### config.mk
export PLATFORM = sky130hd
export DESIGN_NAME = if_fetch
export DESIGN_NICKNAME = d
export VERILOG_FILES = /design/src/rtl/if_fetch.sv
export SDC_FILE = /design/constraint.sdc
export NUM_CORES = 1
export LEC_CHECK = 0
export ABC_AREA = 0
export CAP_MARGIN = 30
export CORE_MARGIN = 2
export CORE_UTILIZATION = 40
export CTS_BUF_LIST = sky130_fd_sc_hd__clkbuf_16
export DETAILED_ROUTE_END_ITERATION = 7
export PLACE_DENSITY = 0.63
export SLEW_MARGIN = 10
export SYNTH_ARGS = -nofsm -noshare
export SYNTH_HDL_FRONTEND = slang
export SYNTH_SLANG_ARGS = --single-unit
### constraint.sdc
create_clock -name clk -period 7 [get_ports clk]
set_input_delay 0.7 -clock clk [delete_from_list [all_inputs] [get_ports clk]]
set_output_delay 0.7 -clock clk [all_outputs]
set_load 0.02 [all_outputs]
### src/rtl/if_fetch.sv
// Instruction fetch: owns the PC, fetches over imem req/ack, presents words to IF/ID via output reg + 1 skid entry.
// if_valid rises 1 cycle after ack; stall_in holds if_*; IF_BR_DELAY_SLOT_EN keeps the output entry on a redirect.
module if_fetch #(
   parameter int unsigned       ADDR_W   = 32,
   parameter int unsigned       INST_W   = 32,
   parameter logic [ADDR_W-1:0] RESET_PC = '0
) (
   input  logic              clk,
   input  logic              rst,
   input  logic              stall_in,
   input  logic              br_taken,
   input  logic [ADDR_W-1:0] br_target,
   output logic              imem_req,
   output logic [ADDR_W-1:0] imem_addr,
   input  logic              imem_ack,
   input  logic [INST_W-1:0] imem_rdata,
   output logic [ADDR_W-1:0] if_pc,
   output logic [INST_W-1:0] if_inst,
   output logic              if_valid
);

   typedef enum logic [1:0] {
      FETCH = 2'd0,
      HOLD  = 2'd1,
      DROP  = 2'd2
   } state_t;

   typedef struct packed {
      logic [ADDR_W-1:0] pc;
      logic [INST_W-1:0] inst;
   } entry_t;

   localparam logic [ADDR_W-1:0] PC_STEP    = ADDR_W'(4);
   localparam logic [ADDR_W-1:0] ALIGN_MASK = ~ADDR_W'(3);

   state_t            state_q, state_d;
   logic [ADDR_W-1:0] pc_q, pc_d;
   logic              req_q, req_d;
   logic [ADDR_W-1:0] addr_q, addr_d;
   entry_t            out_q, out_d;
   logic              out_vld_q, out_vld_d;
   entry_t            skid_q, skid_d;
   logic              skid_vld_q, skid_vld_d;
   logic [ADDR_W-1:0] redir_q, redir_d;

   logic              consume;
   logic              ack;
   logic [ADDR_W-1:0] tgt;

   assign consume = out_vld_q & ~stall_in;
   assign ack     = req_q & imem_ack;
   assign tgt     = br_target & ALIGN_MASK;

   always_ff @(posedge clk or posedge rst) begin
      if (rst) begin
         state_q    <= FETCH;
         pc_q       <= RESET_PC;
         req_q      <= 1'b0;
         addr_q     <= '0;
         out_q      <= '0;
         out_vld_q  <= 1'b0;
         skid_q     <= '0;
         skid_vld_q <= 1'b0;
         redir_q    <= '0;
      end else begin
         state_q    <= state_d;
         pc_q       <= pc_d;
         req_q      <= req_d;
         addr_q     <= addr_d;
         out_q      <= out_d;
         out_vld_q  <= out_vld_d;
         skid_q     <= skid_d;
         skid_vld_q <= skid_vld_d;
         redir_q    <= redir_d;
      end
   end

   // pc_q always equals the address of the request in flight (or about to be raised) while in FETCH
   always_comb begin
      state_d    = state_q;
      pc_d       = pc_q;
      req_d      = req_q;
      addr_d     = addr_q;
      out_d      = out_q;
      out_vld_d  = out_vld_q;
      skid_d     = skid_q;
      skid_vld_d = skid_vld_q;
      redir_d    = redir_q;

      if (consume) begin
         out_vld_d = 1'b0;
      end

      if (br_taken) begin
         skid_vld_d = 1'b0;
`ifndef IF_BR_DELAY_SLOT_EN
         out_vld_d  = 1'b0;
`endif
         pc_d       = tgt;
         redir_d    = tgt;
         // An unacked request cannot be withdrawn, so ride it out in DROP
         if (req_q && !imem_ack) begin
            state_d = DROP;
         end else begin
            state_d = FETCH;
            req_d   = 1'b1;
            addr_d  = tgt;
         end
      end else begin
         case (state_q)
            FETCH: begin
               if (!req_q) begin
                  req_d  = 1'b1;
                  addr_d = pc_q;
               end else if (ack) begin
                  pc_d = pc_q + PC_STEP;
                  if (!out_vld_q || consume) begin
                     out_d     = '{pc: addr_q, inst: imem_rdata};
                     out_vld_d = 1'b1;
                     addr_d    = pc_q + PC_STEP;
                  end else begin
                     skid_d     = '{pc: addr_q, inst: imem_rdata};
                     skid_vld_d = 1'b1;
                     req_d      = 1'b0;
                     state_d    = HOLD;
                  end
               end
            end
            HOLD: begin
               if (consume) begin
                  out_d      = skid_q;
                  out_vld_d  = skid_vld_q;
                  skid_vld_d = 1'b0;
                  req_d      = 1'b1;
                  addr_d     = pc_q;
                  state_d    = FETCH;
               end
            end
            DROP: begin
               if (ack) begin
                  pc_d    = redir_q;
                  req_d   = 1'b1;
                  addr_d  = redir_q;
                  state_d = FETCH;
               end
            end
            default: begin
               state_d = FETCH;
               req_d   = 1'b0;
            end
         endcase
      end
   end

   assign imem_req  = req_q;
   assign imem_addr = addr_q;
   assign if_pc     = out_q.pc;
   assign if_inst   = out_q.inst;
   assign if_valid  = out_vld_q;

endmodule

==> results of run 1 <==
## metrics by stage
stage / cell area (µm²) / total power [mW]
final: 13900 / 5.18
after detailed placement: 13100 / 4.02
after global placement: 13100 / 3.97
after floorplan: 11300 / 3.16
after global routing: 13900 / 5.49
after CTS: 13800 / 5.22
## cell families (layout without fill, tap and decap cells)
| logic type | count (synthesis) | after routing |
|---|---|---|
| XOR/XNOR | 12 | 12 |
| flip-flops | 222 | 222 |
| AO/OA/AOI/OAI | 312 | 312 |
| multiplexers | 158 | 158 |
| buffers and inverters | 126 | 243 |
| adder cells (fa/ha/maj) | 5 | 5 |
| AND/OR/NAND/NOR | 301 | 301 |
## how the worst max path moves through the flow
stage / slack [ns] / endpoint / start / cells after the start
2_1_floorplan: 0.22 / if_inst[0] / rst / 1
3_3_place_gp: 3.56 / if_pc[24] / stall_in / 6
3_5_place_dp: 3.52 / if_inst[10] / stall_in / 6
4_1_cts: 3.56 / if_inst[10] / state_q[1] / 7
5_1_grt: 3.26 / if_pc[27] / state_q[1] / 7
6_report: 3.59 / if_pc[26] / state_q[1] / 7
## cells in the final DEF, fill, tap and decap left out, types with 19 or more instances in the layout
cell	count
nand3_1	24
nand4_1	20
a31oi_1	27
nor3_1	21
inv_1	32
a21oi_1	48
nor2_1	39
o21ai_0	131
dfrtp_1	222
nand2_1	126
mux2_2	82
clkdlybuf4s50_1	163
nor4_1	19
mux2i_1	76
clkbuf_16	25
## flip-flops by register name, summed over array words and instances, names as in the netlist
signal and count:
skid_q 63, if_inst 32, if_pc 31, imem_addr 31
pc_q 30, redir_q 30, state_q 2, if_valid 1
imem_req 1, skid_vld_q 1
## where the power goes
| group | internal [mW] | switching, mW | leakage, nW |
|---|---|---|---|
| combinational | 0.877 | 0.984 | 2.49 |
| clock | 0.675 | 0.512 | 0.376 |
| sequential | 1.74 | 0.395 | 2.76 |
| total | 3.29 | 1.89 | 5.62 |
## critical path: cells and delay by family, from the launching register on
family | cells | cell delay, ns
buffers and inverters | 2 | 0.87
adder cells (fa/ha/maj) | 1 | 0.67
AND/OR/NAND/NOR | 1 | 0.23
AO/OA/AOI/OAI | 3 | 0.99
flip-flops | 1 | 0.41
## area by class of cell
class                           count  share of cell area [%]
Sequential cell                   222                    40.0
Clock inverter                     15                   0.640
Clock buffer                       25                    4.51
Multi-Input combinational cell    788                    38.0
Inverter                           26                   0.757
Tap cell                          378                    3.41
Timing Repair Buffer              177                    12.7
## layer usage
layer | wire (µm) | global-route usage (%) | share of wire [%]
met1 | 14400 | 29.7 | 46
met2 | 14000 | 32.3 | 45
met3 | 1850 | 3.07 | 5.9
met4 | 877 | 6.54 | 2.8
met5 | 0 | 0 | 0
==> results.toml, run 1 <==
[drt]
drt_iter0_drc = 779
first_pass_iters = 5
vias_per_cell = 5.65
antenna_left = 0
vias = 9208
wire_per_inst_um = 19.1
drt_wl_total_um = 31100
drc = 0

[place]
place.gp.congestion = 0.843
detailed_place_hpwl_um = 19900
port_buffers = 164
placed_cells = 1590
pre_cts_ws_ns = 3.52

[yosys]
synth.most_common_cell = "dfrtp_1"
synth_xor_area_share_pct = 0.930
syn_avg_cell_area_um2 = 9.95
synth_ff_type = "dfrtp_1"
yosysWarnings = 0
yosys.area.top_type = "dfrtp_1"
synth-compound-area-share_pct = 17.1
yosys.area_share.simple_pct = 12.8
synth_fa_ha_area_share_pct = 0.554
syn_nets = 1210
async_flop_share_pct = 100
synth_cells = 1136
synthDistinctLibCells = 60
muxShareOfSynthArea_pct = 14.9
ys_seq_elements = 222
synth_edf_count = 0
yosysTopAreaCellShare_pct = 49.2
ys_top_cells_by_count = "222 x dfrtp_1, 131 x o21ai_0, 126 x nand2_1, 82 x mux2_2, 76 x mux2i_1"
synthTopCellsByArea = "dfrtp_1 49%, mux2_2 8.2%, mux2i_1 6.7%, o21ai_0 5.8%, nand2_1 4.2%"
syn-cell-area_mm2 = 0.0113
synth_top_family_by_area = "compound AO/OA/AOI/OAI gates"
yosysSeqAreaShare_pct = 49.2

[run]
drv_cap = 0

[clock_tree]
cts_resized = 0
h-tree-depth = 1
numClockSinks = 222
cts_setup_buffers = 0
insertion_delay_ns = 0.52
cts_buffer_depth = 3
cts_buffers = 25
cts_tree = "built"
cts-root-buf = "clkbuf_16"
clk_pin_slew_ns = 0.06
hold_buffers = 0

[critical_path]
path_class = "reg -> reg"
cp.arrival_ns = 3.77
cp-start-kind = "flip-flop"
crit_slowest_cell = "buf_4"
reg2reg_to = "if_pc[26]"
worstSetupEndpointType = "flip-flop"
cp_data_required_time_ns = 7.36
ff2ff_setup_slack_ns = 3.59
critPathMaxFanout = 90
r2r_cells = 7
worstPathCellList = "inv_1, ha_4, or2_2, a21oi_1, o21bai_4, buf_4, o21ai_0"
cpPeakStageDelay_ns = 0.75
regToRegStartpoint = "state_q[1]"

[floorplan]
row_count = 61
die_w_um = 172
core_area_mm2 = 0.0278
die_area_mm2 = 0.0296
initial_core_util_pct = 40.7
ioPinCount = 167
die_h_um = 172

[finish]
antenna_cells = 0
fin_util_pct = 50.0
drive_gt1_share_pct = 10.9
syn2layout_area_growth_pct = 22.8
final_nets = 1314
fill_cells = 2623
multi_input_area_mm2 = 0.00527
fin_cells = 1631
regArea_mm2 = 0.00556

[status]
status = "complete, no violations"

[timing]
hold_ws_ns = 0.476
tightestPinTransition_ns = 0.931
fin_tns_setup_ns = 0
clock_skew_ns = 0.0157
rsz0062_at_grt = "false"
clock.fmax_mhz = 293
setup_slack_ns = 3.59
fin_crit_sh_pct = 48.7
final_max_slew_viol_count = 0
setup_violations = 0
hold_violations = 0
slew_headroom_pct = 37.9
period_needed_ns = 3.41

[global_routing]
grt_overflow = 0
grt_pass1_wl_um = 48600
grt_pass1_vias = 8626
grt_max_degree = 112
antenna_found_initial = 0
grt.total_usage_pct = 20.7

[min_path]
hold_depth = 2
worstHoldStart = "if_pc[6]"
hold_class = "reg -> reg"
hold_end = "if_pc[6]"

[power_and_ir_drop]
power.density_mw_per_mm2 = 373
ir_drop_uv = 174
leakage_nw = 5.62
Note: power is estimated with default switching activity, not from simulation.
==> inputs of run 2 (changes only) <==
==> constraint.sdc (replaced) <==
create_clock -name clk -period 3.05 [get_ports clk]
set_input_delay 0.305 -clock clk [delete_from_list [all_inputs] [get_ports clk]]
set_output_delay 0.305 -clock clk [all_outputs]
set_load 0.02 [all_outputs]
==> run 2 against run 1 <==
Design area is 2.8% higher. Total power is 140% higher. Final cell count is 2.0% higher. Sequential cell count stayed put. Global-route usage is 0.32 points higher. Clock power is 150% higher. Critical endpoint is now imem_addr[8]. Largest cell class unchanged.
==> results.toml, run 2 (synthesis gave the netlist of run 1 again) <==
[critical_path]
cp.arrival_ns = 3.01
critPathMaxFanout = 11
startpoint = "state_q[0]"
reg2reg_to = "imem_addr[8]"
crit_slowest_cell = "o21a_1"
worstSetupEndpointType = "flip-flop"
worstPathCellList = "inv_1, ha_1, or2_2, o21bai_1, o21a_1, a221oi_1, a21o_1"
regToRegStartpoint = "state_q[0]"
ff2ff_setup_slack_ns = 0.43
cpPeakStageDelay_ns = 0.61
path_class = "reg -> reg"
r2r_cells = 7
cp_data_required_time_ns = 3.45
cp-start-kind = "flip-flop"
crit_end = "imem_addr[8]"

[run]
drv_cap = 0

[timing]
setup_slack_ns = 0.433
hold_violations = 0
slew_headroom_pct = 48.2
fin_tns_setup_ns = 0
hold_ws_ns = 0.184
setup_violations = 0
clock.fmax_mhz = 382
tightestPinTransition_ns = 0.777
rsz0062_at_grt = "false"
period_needed_ns = 2.62
clock_skew_ns = 0.0129
final_max_slew_viol_count = 0
fin_crit_sh_pct = 85.8

[floorplan]
core_area_mm2 = 0.0278
die_h_um = 172
ioPinCount = 167
initial_core_util_pct = 40.7
row_count = 61
die_w_um = 172
die_area_mm2 = 0.0296

[global_routing]
grtUsageMet1_pct = 30.6
grtUsageMet3_pct = 2.75
grt_pass1_vias = 8894
top_usage_layer = "met2"
grt_pass1_wl_um = 49300
grt_overflow = 0
grt_max_degree = 64
antenna_found_initial = 2
met2_usage_pct = 32.9
grt.total_usage_pct = 21.0

[place]
port_buffers = 164
detailed_place_hpwl_um = 21400
placed_cells = 1620
place.gp.congestion = 0.866
pre_cts_ws_ns = 0.496

[power_and_ir_drop]
power.density_mw_per_mm2 = 854
leakage_nw = 5.82
finalPower_mw = 12.2
ir_drop_uv = 416

[drt]
vias = 9353
drt_iter0_drc = 840
wire_per_inst_um = 18.7
first_pass_iters = 6
antenna_left = 0
drt_wl_total_um = 31100
vias_per_cell = 5.62
drc = 0

[finish]
layout_commonest_cell = "dfrtp_1"
regMostFlops = "skid_q"
largest_reg_flops = 63
most-common-layout-cells = "222 x dfrtp_1, 163 x clkdlybuf4s50_1, 131 x o21ai_0"
fin_cells = 1664
final_nets = 1343
drive_gt1_share_pct = 13.1
fill_cells = 2601
syn2layout_area_growth_pct = 26.2

[clock_tree]
insertion_delay_ns = 0.51
cts_buffers = 25
clk_pin_slew_ns = 0.06
cts_resized = 0
hold_buffers = 0
cts_setup_buffers = 0
cts_tree = "built"
h-tree-depth = 1
cts_buffer_depth = 3
cts-root-buf = "clkbuf_16"
numClockSinks = 222

[min_path]
hold_class = "in -> async"

[status]
status = "complete, no violations"
[run 2: changes by cell type in the layout (fill, tap and decap cells not counted), sizes merged]
cell,before,now
buf,14,43
bufinv,1,3
clkinv,6,9
clkinvlp,0,2
diode,0,1
inv,34,30
[run 2: layout make-up]
| class | count | area (µm²) | area share (%) |
|---|---|---|---|
| multi-input combinational | 788 | 5270 | 37.0 |
| sequential | 222 | 5560 | 39.0 |
| clock inverter | 18 | 153 | 1.07 |
| tap | 378 | 473 | 3.32 |
| timing repair buffer | 206 | 2080 | 14.6 |
| antenna | 1 | 2.50 | 0.0175 |
| inverter | 26 | 101 | 0.711 |
| clock buffer | 25 | 626 | 4.39 |
[run 2: worst min-delay path by stage]
stage	depth (start not counted)	slack [ns]	to
detailed placement	2	0.47	if_pc[17]
global placement	2	0.46	if_pc[18]
CTS	2	0.18	if_pc[8]
floorplan	2	0.44	redir_q[11]
global route	2	0.20	if_pc[8]
finish	2	0.18	if_inst[31]
[run 2: routing by layer]
metal	part of all wire (%)	up-vias
met5	0.042	-
li1	-	4410
met1	46	4572
met2	45	320
met3	6.8	49
met4	2.0	2
[run 2: critical path: cells and delay by family (launching register included)]
kind	cells	cell delay, ns
AOI/OAI and AO/OA	4	1.33
adders and majority gates	1	0.31
buffers and inverters	1	0.10
DFF	1	0.43
and+or+nand+nor	1	0.34
[run 2: power breakdown]
| group | switching, mW | internal [mW] | leakage, nW |
|---|---|---|---|
| clock | 1.19 | 1.73 | 0.396 |
| sequential | 0.895 | 3.99 | 2.76 |
| combinational | 2.29 | 2.10 | 2.66 |
| total | 4.37 | 7.81 | 5.82 |
[run 2: stage by stage]
step                      area, µm²  util (%)
final                         14300      51.3
after global routing          14300      51.3
after CTS                     14300      51.3
after detailed placement      13500      48.5
after global placement        13500      48.5
after floorplan               11300         -
==> patch 1, RTL diff (config.mk and constraints of run 2) <==
The option `IF_BR_DELAY_SLOT_EN` is turned on by a define.
--- a/src/rtl/if_fetch.sv
+++ b/src/rtl/if_fetch.sv
@@ -1,4 +1,6 @@
 // Instruction fetch: owns the PC, fetches over imem req/ack, presents words to IF/ID via output reg + 1 skid entry.
 // if_valid rises 1 cycle after ack; stall_in holds if_*; IF_BR_DELAY_SLOT_EN keeps the output entry on a redirect.
+`define IF_BR_DELAY_SLOT_EN
+
 module if_fetch #(
    parameter int unsigned       ADDR_W   = 32,
Check against the original RTL: not equivalent (Yosys sat finds a counterexample within 4 cycles, from zero or initial values and one cycle with rst high).
==> patch 1 against run 2 <==
- count of clock-buffer cells in the layout unchanged
- combinational power up 38%
- routed wire length up 1.6%
- total power up 15%
- first-iteration DRC count down 0.36%
- sequential power up 8.4%
- synthesized area up 1.8%
- setup slack worse by 38 ps
- sequential cell count unchanged
- synthesized cell count down 2.7%
- final area up 0.97%
- critical path type unchanged
==> patch 1: results (changes against run 2) <==
CP_SLOWEST_STAGE_DELAY_PS=760  # +150 ps
GRT_PASS1_VIAS=9120  # +2.5%
TIMING.CRITICAL_PATH.SLOWEST_STAGE_CELL='or4_1'
GP_ROUTABILITY_CONGESTION=0.8504  # -1.8%
GRT_USE_MET3=0.02741  # -0.00005396
REG2REGPATHDEPTH=6  # -1
CTS_INSERTED_BUFFERS=24  # -4.0%
TIMING.CLOCK.SKEW_PS=16.93  # +4.037 ps
SYNTHESIS.INSTANCES=1105  # -2.7%
WORSTSETUPENDPOINT='pc_q[18]'
WORST-ENDPOINT-ARRIVAL_PS=3060  # +50 ps
LEAKAGE_nW=5.882  # +1.1%
GRT_UTIL_MET1=0.3005  # -0.005169
GRT.MET2_USAGE=0.3328  # +0.003691
DP_HPWL_MM=21.17  # -0.96%
GRT_FIRST_PASS_WIRELENGTH_MM=51.14  # +3.7%
SEQ_AREA_FRAC_SYNTH=0.4831  # -0.008613
WORST_PATH_DOMINANT_CELL_FAMILY='simple AND/OR/NAND/NOR gates'
DETAIL_ROUTE.FIRST_PASS.ITERATIONS=5  # -1
DESIGN.FINAL.NETS=1313  # -2.2%
SYNTH_TOP_CELLS_BY_COUNT='222 x dfrtp_1, 191 x mux2_2, 85 x nand2_1'
SYNTH.DISTINCT_CELLS=62  # +3.3%
FINAL-INSTANCE-COUNT-EXCL-FILL=1639  # -1.5%
CRITICAL_PATH.STARTPOINT='pc_q[2]'
OUTCOME='finished clean'
NETLIST.AREA_LEADER.SHARE=0.4831  # -0.008613
TOTAL_ROUTED_WIRELENGTH_MM=31.56  # +1.6%
GRTUSAGETOTAL=0.2077  # -0.002123
LAYOUT-DRIVE-GT1-SHARE=0.2183  # +0.08759
INITIAL_DRC_COUNT=837  # -0.36%
VIA_PER_INST=5.639  # +0.32%
SYNTH.AREA.TOP_CELLS='dfrtp_1 48%, mux2_2 19%, o21ai_0 3.6%, nand2_1 2.8%, a21oi_1 2.3%'
VDD_IR_DROP_MAX_mV=0.4187  # +0.67%
POST_SYNTH_NET_TOTAL=1179  # -2.6%
NUMBER_OF_ANTENNA_VIOLATIONS_AT_THE_FIRST_CHECK_IN_GLOBAL_ROUTING=0  # -2
FILLER_CELL_COUNT=2591  # -0.38%
## patch 1: cell types whose count changed in the layout (fill, tap and decap cells not counted), moves of 8 or more
cell,before,now
a22oi_1,14,22
and2_1,14,1
inv_1,30,51
mux2_2,82,191
mux2i_1,76,5
nand2_1,126,85
nor2_1,39,51
o21ai_0,131,83
or4_1,1,9
## patch 1: final cells by class
cell class / instances / share of cell area
clock inverters: 17 / 0.007211
multi-input cells: 741 / 0.3752
flip-flops and latches: 222 / 0.3858
inverters: 45 / 0.01199
clock buffers: 25 / 0.04344
well taps: 384 / 0.03336
repair buffers: 205 / 0.1430
## patch 1: power groups by stage
stage          clock (mW)  sequential (mW)  combinational (mW)
5_1_grt              2.91             5.48                6.50
3_3_place_gp            0             5.25                5.95
6_report             2.74             5.29                6.03
2_1_floorplan           0             5.61                3.19
3_5_place_dp            0             5.32                6.04
4_1_cts              2.80             5.27                6.07
## patch 1: cell families (layout without fill, tap and decap cells)
logic type	count (synthesis)	in the layout	synth area share
adders and majority gates	5	5	0.005440
muxes	196	196	0.1914
buffers and inverters	142	292	0.05016
DFF	222	222	0.4831
xor gates and xnor gates	12	12	0.009140
AOI/OAI and AO/OA	274	274	0.1535
and+or+nand+nor	254	254	0.1073
## patch 1: metrics by stage
step / instance area [µm²] / setup TNS (ps) / hold WS [ps] / util
floorplan: 11500 / -33530 / 444.0 / -
global placement: 13670 / 0 / 483.4 / 0.4802
detailed placement: 13670 / 0 / 489.9 / 0.4802
CTS: 14400 / 0 / 52.44 / 0.5058
global route: 14400 / 0 / 77.58 / 0.5058
finish: 14400 / 0 / 67.59 / 0.5058
## patch 1: routing by layer
metal / wire length (µm) / vias to the layer above
met1: 14410 / 4608
li1: - / 4296
met4: 576 / 0
met3: 1919 / 39
met2: 14660 / 299
met5: 0 / -
==> patch 2, RTL diff (settings of run 2) <==
Made on the original files. `addr_q` no longer has a reset.
--- a/src/rtl/if_fetch.sv
+++ b/src/rtl/if_fetch.sv
@@ -57,5 +57,4 @@
          pc_q       <= RESET_PC;
          req_q      <= 1'b0;
-         addr_q     <= '0;
          out_q      <= '0;
          out_vld_q  <= 1'b0;
@@ -67,5 +66,4 @@
          pc_q       <= pc_d;
          req_q      <= req_d;
-         addr_q     <= addr_d;
          out_q      <= out_d;
          out_vld_q  <= out_vld_d;
@@ -74,4 +72,8 @@
          redir_q    <= redir_d;
       end
+   end
+
+   always_ff @(posedge clk) begin
+      addr_q <= addr_d;
    end
 
Behaviour: not the same (Yosys sat finds a counterexample within 4 cycles, from zero or initial values and one cycle with rst high).
==> patch 2 against run 2 <==
- global-route usage is 0.63 points lower
- routed wire length is 4.2% lower
- synthesized area is 1.7% lower
- sequential cell count is 3 lower
- largest power group is now combinational logic
- count of clock-buffer cells in the layout is 1 higher
- highest routed layer unchanged
- final area is 2.9% lower
- setup slack better by 2.6 ps
- cell count is 4.6% lower
- total power is 13% higher
- clock power is 3% lower
- critical path type unchanged
- critical endpoint is now pc_q[16]
==> patch 2: results (changes against run 2) <==
OUTCOME='finished clean'
SYNTH.AREA.TOP_CELLS='dfrtp_1 43%, edfxtp_1 8.1%, mux2_2 7.7%, mux2i_1 5.9%, o21ai_0 5.4%'
SYNTH_TOP_CELLS_BY_COUNT='189 x dfrtp_1, 135 x nand2_1, 120 x o21ai_0'
CLOCK_LATENCY_REPORTED_FOR_THE_LATE_SIDE_OF_THE_WORST_SKEW_PAIR_PS=520
TIMING.CLOCK.SKEW_PS=15.01  # +2.114 ps
R2R_END='pc_q[16]'
ANTENNA_CELLS_INSERTED=0  # -1
LARGEST_REGISTER_FFS=62  # -1.6%
DESIGN.FINAL.NETS=1272  # -5.3%
CRITICAL_PATH.MAX_FANOUT=35  # +24
LAYOUT-DRIVE-GT1-SHARE=0.1391  # +0.008355
WORST-ENDPOINT-ARRIVAL_PS=3070  # +60 ps
TOTAL_ROUTED_WIRELENGTH_MM=29.75  # -4.2%
GP_ROUTABILITY_CONGESTION=0.9041  # +4.4%
POST_SYNTHESIS_AVERAGE_CELL_AREA_UM2=10.34  # +4.0%
SYNTH-EDFF-COUNT=30  # +30
ASR_FLOP_RATIO_SYNTH=0.8630  # -0.1370
REG2REGPATHDEPTH=6  # -1
VIA_PER_INST=5.536  # -1.5%
GRT_FIRST_PASS_WIRELENGTH_MM=47.13  # -4.5%
NUMBER_OF_ANTENNA_VIOLATIONS_AT_THE_FIRST_CHECK_IN_GLOBAL_ROUTING=1  # -1
CTSRESIZECOUNT=0  # unchanged
GRTUSAGETOTAL=0.2035  # -0.006343
LEAKAGE_nW=5.644  # -3.0%
RRSETUPSLACK_PS=440
IO_BUFFERS=160  # -2.4%
HOLD-WORST-SLACK_PS=175.6  # -8.179 ps
DETAIL_ROUTE.FIRST_PASS.ITERATIONS=5  # -1
WORST-SLEW-PIN-TRANSITION_PS=774.5  # -2.166 ps
VDD_IR_DROP_MAX_mV=0.4483  # +7.8%
INITIAL_DRC_COUNT=830  # -1.2%
SEQ_AREA_FRAC_SYNTH=0.5069  # +0.01523
WORST_HOLD_CHECK_PATH_TYPE='in2reg'
GRT_PASS1_VIAS=8378  # -5.8%
POST-PLACE-CELLS=1543  # -4.8%
SYNTH.DISTINCT_CELLS=74  # +23%
CTS_INSERTED_BUFFERS=25  # unchanged
MAXIMUM_NUMBER_OF_PINS_ON_ONE_NET_BEFORE_GLOBAL_ROUTE_REPAIR=125  # +95%
DP_HPWL_MM=20.00  # -6.4%
POST_DRT_WL_PER_CELL_UM=18.75  # +0.45%
[patch 2: cell count changes after synthesis, moves of 10 or more]
cell,delta
mux2i_1,-11
buf_4,+10
nor4_1,-11
dfrtp_1,-33
a221oi_1,+12
o21ai_0,-11
a31oi_1,-18
a21oi_1,-13
edfxtp_1,+30
[patch 2: worst max path at each step]
stage	endpoint	from	cells after the start
2_1_floorplan	if_inst[0]	rst	1
3_3_place_gp	pc_q[17]	state_q[0]	6
3_5_place_dp	pc_q[17]	state_q[0]	6
4_1_cts	pc_q[16]	state_q[0]	6
5_1_grt	pc_q[17]	state_q[0]	6
6_report	pc_q[16]	state_q[0]	6
[patch 2: worst max-delay path, stage by stage, from the launching register on]
cell     delay (ps)
dfrtp_1         450
inv_1           100
ha_1            440
or2_2           660
or4_1           600
a31oi_1         190
a21o_1          100
[patch 2: cell type report]
class,instances,area [µm²]
Clock buffer,26,650.6
Clock inverter,18,115.1
Fill cell,2439,13250
Inverter,33,127.6
Multi-Input combinational cell,726,4942
Sequential cell,219,5630
Tap cell,372,465.4
Timing Repair Buffer,193,1919
[patch 2: cell families (layout without fill, tap and decap cells)]
kind of cell | count (synthesis) | in the layout | synth area share
AO/OA/AOI/OAI | 291 | 291 | 0.1699
AND/OR/NAND/NOR | 279 | 279 | 0.1245
flip-flops | 219 | 219 | 0.5069
multiplexers | 141 | 141 | 0.1356
buffers and inverters | 132 | 270 | 0.05238
XOR/XNOR | 6 | 6 | 0.004732
adder cells (fa/ha/maj) | 5 | 5 | 0.005633
other | 1 | 4 | 0.0003376
[patch 2: metrics by stage]
step	cell area, µm²	power (mW)	setup slack [ps]
final	13850	13.75	435.6
after global routing	13850	14.64	293.8
after CTS	13850	13.85	451.0
after detailed placement	13090	10.98	479.9
after global placement	13090	10.84	527.8
after floorplan	11120	8.679	310.5
[patch 2: power breakdown]
group / internal (mW) / total [mW] / switching (mW)
sequential: 4.20 / 5.18 / 0.979
clock: 1.62 / 2.82 / 1.20
combinational: 2.55 / 5.75 / 3.20
[patch 2: layer usage]
metal  wire length (µm)  track usage  vias to the layer above  share of wire
li1                   -            -                     4157              -
met1              13730       0.2943                     4296           0.46
met2              13560       0.3200                      292           0.46
met3               1949      0.03470                       39          0.066
met4                495      0.04608                        2          0.017
met5                 13            0                        -        0.00044
